**src/rtl/l0_skew_buffer.sv**
```systemverilog
// rtl/l0_skew_buffer.sv - per-lane circular buffer with parallel or diagonal (skewed) read-out
//
// Ports:
//   clk        rising-edge clock
//   reset      synchronous, active-high; clears pointers, occupancy, skew pipe, mode, out
//   in         ROW lanes of BW bits, lane i = in[BW*i +: BW]
//   wr         lockstep write of all lanes, accepted when o_ready
//   rd         read request; acceptance depends on the latched read mode
//   mode       requested read mode: 0 parallel, 1 skewed wavefront
//   out        registered read data, same lane packing as in
//   out_valid  per-lane one-cycle pulse marking new data on that out lane
//   o_full     some lane holds DEPTH entries
//   o_ready    ~o_full
//   o_empty    every lane holds zero entries
//   o_count    occupancy of lane 0
module l0_skew_buffer #(
    parameter int ROW   = 8,
    parameter int BW    = 4,
    parameter int DEPTH = 64
) (
    input  logic                     clk,
    input  logic                     reset,
    input  logic [ROW*BW-1:0]        in,
    input  logic                     wr,
    input  logic                     rd,
    input  logic                     mode,
    output logic [ROW*BW-1:0]        out,
    output logic [ROW-1:0]           out_valid,
    output logic                     o_full,
    output logic                     o_ready,
    output logic                     o_empty,
    output logic [$clog2(DEPTH):0]   o_count
);

    localparam int AW = $clog2(DEPTH);
    localparam int CW = AW + 1;

    logic [BW-1:0] mem [ROW][DEPTH];
    logic [AW-1:0] wptr;
    logic [AW-1:0] rptr [ROW];
    logic [CW-1:0] cnt  [ROW];
    logic          mode_q;
    // skew_q[k] set: lane k performs its part of a skewed read this cycle
    logic [ROW-1:1] skew_q;

    logic [ROW-1:0] lane_ne;
    logic [ROW-1:0] lane_rd;
    logic           any_full;
    logic           wr_acc;
    logic           rd_acc;
    logic           skew_in;
    logic           in_flight;

    always_comb begin
        any_full = 1'b0;
        lane_ne  = '0;
        for (int i = 0; i < ROW; i++) begin
            lane_ne[i] = (cnt[i] != '0);
            if (cnt[i] == CW'(DEPTH)) any_full = 1'b1;
        end
    end

    assign wr_acc  = wr & ~any_full;
    // Skewed mode only needs lane 0 populated: the other lanes never trail lane 0
    assign rd_acc  = rd & (mode_q ? lane_ne[0] : (&lane_ne));
    assign skew_in = rd_acc & mode_q;
    // A wavefront accepted this cycle also pins the mode, otherwise a parallel
    // read could be accepted next cycle while lanes 1.. are still owed a read.
    assign in_flight = skew_in | (|skew_q);

    always_comb begin
        lane_rd    = '0;
        lane_rd[0] = rd_acc & lane_ne[0];
        for (int i = 1; i < ROW; i++) begin
            // Reads on an empty lane are dropped rather than underflowing
            lane_rd[i] = ((rd_acc & ~mode_q) | skew_q[i]) & lane_ne[i];
        end
    end

    // Storage is not reset; the pointers and occupancy define what is valid
    always_ff @(posedge clk) begin
        if (!reset && wr_acc) begin
            for (int i = 0; i < ROW; i++) begin
                mem[i][wptr] <= in[BW*i +: BW];
            end
        end
    end

    always_ff @(posedge clk) begin
        if (reset) begin
            wptr      <= '0;
            mode_q    <= 1'b0;
            skew_q    <= '0;
            out       <= '0;
            out_valid <= '0;
            for (int i = 0; i < ROW; i++) begin
                rptr[i] <= '0;
                cnt[i]  <= '0;
            end
        end else begin
            if (wr_acc) wptr <= wptr + AW'(1);
            for (int i = 0; i < ROW; i++) begin
                if (lane_rd[i]) begin
                    rptr[i]          <= rptr[i] + AW'(1);
                    out[BW*i +: BW]  <= mem[i][rptr[i]];
                end
                cnt[i] <= cnt[i] + CW'(wr_acc) - CW'(lane_rd[i]);
            end
            out_valid <= lane_rd;
            skew_q[1] <= skew_in;
            for (int k = 2; k < ROW; k++) begin
                skew_q[k] <= skew_q[k-1];
            end
            if (!in_flight) mode_q <= mode;
        end
    end

    always_comb begin
        o_full  = any_full;
        o_ready = ~any_full;
        o_empty = ~(|lane_ne);
        o_count = cnt[0];
    end

endmodule
```
**config.mk**
```make
export PLATFORM = sky130hd
export DESIGN_NAME = l0_skew_buffer
export DESIGN_NICKNAME = d
export VERILOG_FILES = /design/src/rtl/l0_skew_buffer.sv
export SDC_FILE = /design/constraint.sdc
export NUM_CORES = 2
export LEC_CHECK = 0
export BUFFER_PORTS_ARGS = -buffer_cell sky130_fd_sc_hd__buf_2
export CAP_MARGIN = 20
export CORE_ASPECT_RATIO = 0.6
export CORE_MARGIN = 2
export CORE_UTILIZATION = 50
export DETAILED_ROUTE_END_ITERATION = 8
export GPL_TIMING_DRIVEN = 0
export HOLD_SLACK_MARGIN = 0.05
export PLACE_DENSITY = 0.72
export SYNTH_ARGS = -nofsm -noshare
export SYNTH_HDL_FRONTEND = slang
export SYNTH_SLANG_ARGS = --single-unit
```
**constraint.sdc**
```tcl
create_clock -name clk -period 7.75 [get_ports clk]
set_input_delay 1.55 -clock clk [delete_from_list [all_inputs] [get_ports clk]]
set_output_delay 1.55 -clock clk [all_outputs]
set_load 0.01 [all_outputs]
```
==> results_dict.tcl <==
set metrics [dict create \
    nets 5040 \
    cp_max_fo 10 \
    synthTopCellsByCount "edfxtp_1 (2096), mux4_2 (435), nor2_1 (173)" \
    grt_max_degree 65 \
    max_stage_delay_ps 730 \
    p_leak_uw 0.0318 \
    area_growth_pct 14.7 \
    drt_iter0_drc 8735 \
    irDropWorstVdd_uv 227 \
    drv_cap 0 \
    gp_congestion 0.909 \
    cp-end-kind "flip-flop" \
    required_ps 8410 \
    use_met2_pct 38.8 \
    portBuffers 85 \
    cts.repair.resized 0 \
    placementRows 118 \
    clkTransAtPathRegs_ps 70 \
    grt_use_met1_pct 41.4 \
    max-slew-margin-rel_pct 24.0 \
    critical-path-top-delay-family "compound AO/OA/AOI/OAI gates" \
    grt_overflow 0 \
    synth_area_leaders "edfxtp_1 (72%), mux4_2 (11%), dfxtp_1 (2.5%), mux2i_1 (2.0%), ha_1 (1.2%)" \
    outcome "finished clean" \
    power_density_nw_per_um2 298 \
    dieHeight_um 327 \
    dieArea_um2 178000 \
    p_int_uw 21200 \
    preCtsSetupSlack_ps 2140 \
    power_frac_clock_pct 31.5 \
    cts_buffer_depth 4 \
    synth_cells 4495 \
    tns_ps 0 \
    antenna_found_initial 4 \
    drive_above_1_share_pct 23.0 \
    yosysTopAreaCell "edfxtp_1" \
    power_switching_uw 8550 \
    pin_count 87 \
    syn_area_per_cell_um2 19.4 \
    min_period_ps 5190 \
    slowest_stage "a21oi_2" \
    dp.final_hpwl_um 162000 \
    syn_area_um2 87100 \
    drc 0 \
    ys_types 81 \
    slew_viol_final 0 \
    htree_levels 4 \
    num_vias 48400 \
    post_cts.repair.setup_buffers 0 \
    synth-seq-area-share_pct 74.8 \
    critical_path_arrival_ps 5850 \
    critPathKind "reg -> reg" \
    coreArea_um2 173000 \
    hold-path-cell-count 2 \
    ys.flop_type "edfxtp_1" \
    cts_tree "done" \
    cts.sinks 2206 \
    hold_violations 0 \
    chipWidth_um 543 \
    yosys.area.top_type_share_pct 72.3 \
    skew_ps 55.4 \
    reg2reg_depth 20 \
    worst_path_most_repeated_cell "inv_1" \
    yosysWarnings 0 \
    via_per_inst 6.60 \
    synthArstFlopShare_pct 0 \
    layout_setup_ws_ps 2560 \
    first_global_vias 46800 \
    synth_fp_nets 4621 \
    antenna_left 0 \
    critPathBufInv 5 \
    grt_first_pass_wirelength_um 349000 \
    synth_most_common_cell "edfxtp_1" \
    grt_busiest_layer "met1" \
    sequentialPowerShare_pct 45.8 \
    fillers 12200 \
    cp-start-kind "flip-flop" \
    gr-usage-met3_pct 8.49 \
    clk_latency_ps 820 \
    ys_ff_latch 2206 \
    finalSetupViolations 0 \
    wl_per_cell_um 33.8 \
    period_share_pct 66.9 \
    p_comb_share_pct 22.7 \
    start_util_pct 50.4 \
    numCtsBuffers 191 \
    path_cells "inv_1 > ha_1 > or4bb_1 > o32ai_2 > nor4_4 > a21oi_2 > or2_1 > buf_2 > inv_1 > ha_1 > inv_1 > ha_1 > inv_1 > fa_1 > nand2b_1 > a21oi_1 > o21ai_0 > a21oi_1 > or3_1 > a21oi_1" \
    synth_edf_count 2096 \
    dr.pass1.iters 9 \
    tightestPinTransition_ps 1140 \
    root_buffer "clkbuf_16" \
    clock.fmax_mhz 193 \
    grtUsageTotal_pct 27.8 \
    rsz0062_at_grt "no" \
    min_path_type "reg -> reg" \
    sw_frac_of_total_pct 28.7 \
    wirelength_um 248000 \
    cts_hold_buf 0 \
    critical_path_depth 20 \
]
==> layer usage <==
metal / share of wire, % / up-vias
li1: - / 19100
met1: 38 / 24900
met2: 42 / 3843
met3: 15 / 573
met4: 4.0 / 0
met5: 0 / -
==> placed cells by master (no fill, tap or decap), types with 39 or more instances in the layout <==
cell / Yosys / layout
a211oi_1: 43 / 43
xnor2_1: 39 / 39
nor2_1: 173 / 109
nand3_1: 52 / 52
mux4_2: 435 / 435
mux2i_1: 170 / 170
nor2b_1: 60 / 60
a221oi_1: 40 / 40
clkinv_1: 3 / 39
o21ai_0: 65 / 65
clkbuf_1: 99 / 134
buf_12: 0 / 100
clkbuf_16: 0 / 196
a21oi_1: 129 / 129
dfxtp_1: 110 / 110
a22oi_1: 63 / 63
edfxtp_1: 2096 / 2096
nor3_1: 45 / 45
buf_2: 63 / 150
ha_1: 81 / 81
nor2_4: 0 / 64
nand2_1: 117 / 117
inv_1: 134 / 134
==> cells by family (layout without fill, tap and decap cells) <==
family / after synthesis / in the layout / share of synthesized area, %
xor gates and xnor gates: 67 / 67 / 0.674
DFF: 2206 / 2206 / 74.8
adders and majority gates: 89 / 89 / 1.35
muxes: 630 / 630 / 13.5
and+or+nand+nor: 592 / 592 / 3.41
AOI/OAI and AO/OA: 538 / 538 / 4.33
other: 0 / 3 / 0
buffers and inverters: 373 / 938 / 1.93
==> registers in the layout, indices dropped and copies added (netlist names) <==
register	flops
mem	2048
wptr	6
mode_q	1
skew_q	7
out_valid	8
rptr	48
cnt	56
out	32
==> final cells by class <==
class	instances	area, um2	share of cell area (%)
diodes	3	7.51	0.00751
plain buffers	235	1170	1.17
clock buffers	247	5220	5.22
clock inverters	92	729	0.730
inverters	138	518	0.518
multi-input cells	1916	20800	20.8
flip-flops and latches	2206	65100	65.2
well taps	2280	2850	2.86
repair buffers	226	3490	3.49
==> power by group through the flow <==
stage               sequential, uW  combinational (uW)  clock [uW]
finish                       13600                6760        9380
detailed placement           13900                6530           0
floorplan                    13800                4400           0
CTS                          13600                6600        9420
global placement             13900                6240           0
global route                 13700                7170        9900
==> worst paths after layout <==
| path | from | endpoint | slack [ps] |
|---|---|---|---|
| hold / removal | out[31]$_SDFFE_PP0P_ | out[31]$_SDFFE_PP0P_ | 460 |
| hold reg to reg | out[31]$_SDFFE_PP0P_ | out[31]$_SDFFE_PP0P_ | 460 |
| setup / recovery | cnt[1][2]$_SDFF_PP0_ | cnt[0][13]$_SDFF_PP0_ | 2560 |
| setup reg to reg | cnt[1][2]$_SDFF_PP0_ | cnt[0][13]$_SDFF_PP0_ | 2560 |
==> worst reg2reg max path: stages, from the launching register on <==
cell and delay (ps):
dfxtp_1 340, inv_1 130, ha_1 200, or4bb_1 610, o32ai_2 250, nor4_4 170
a21oi_2 740, or2_1 260, buf_2 390, inv_1 100, ha_1 300, inv_1 60
ha_1 160, inv_1 60, fa_1 400, nand2b_1 160, a21oi_1 170, o21ai_0 120
a21oi_1 220, or3_1 140, a21oi_1 60
==> per-stage QoR <==
stage / instance area [um2] / hold WS, ps / cells / utilization [%] / power (uW)
after CTS: 99400 / 457 / 7317 / 57.6 / 29600
final: 99900 / 455 / 7343 / 57.8 / 29800
after global placement: 90400 / 446 / 6860 / 52.3 / 20100
after detailed placement: 93500 / 447 / 6978 / 54.1 / 20400
after global routing: 99900 / 478 / 7340 / 57.8 / 30700
after floorplan: 87100 / 472 / 4495 / - / 18200
Note: power is estimated with default switching activity, not from simulation.
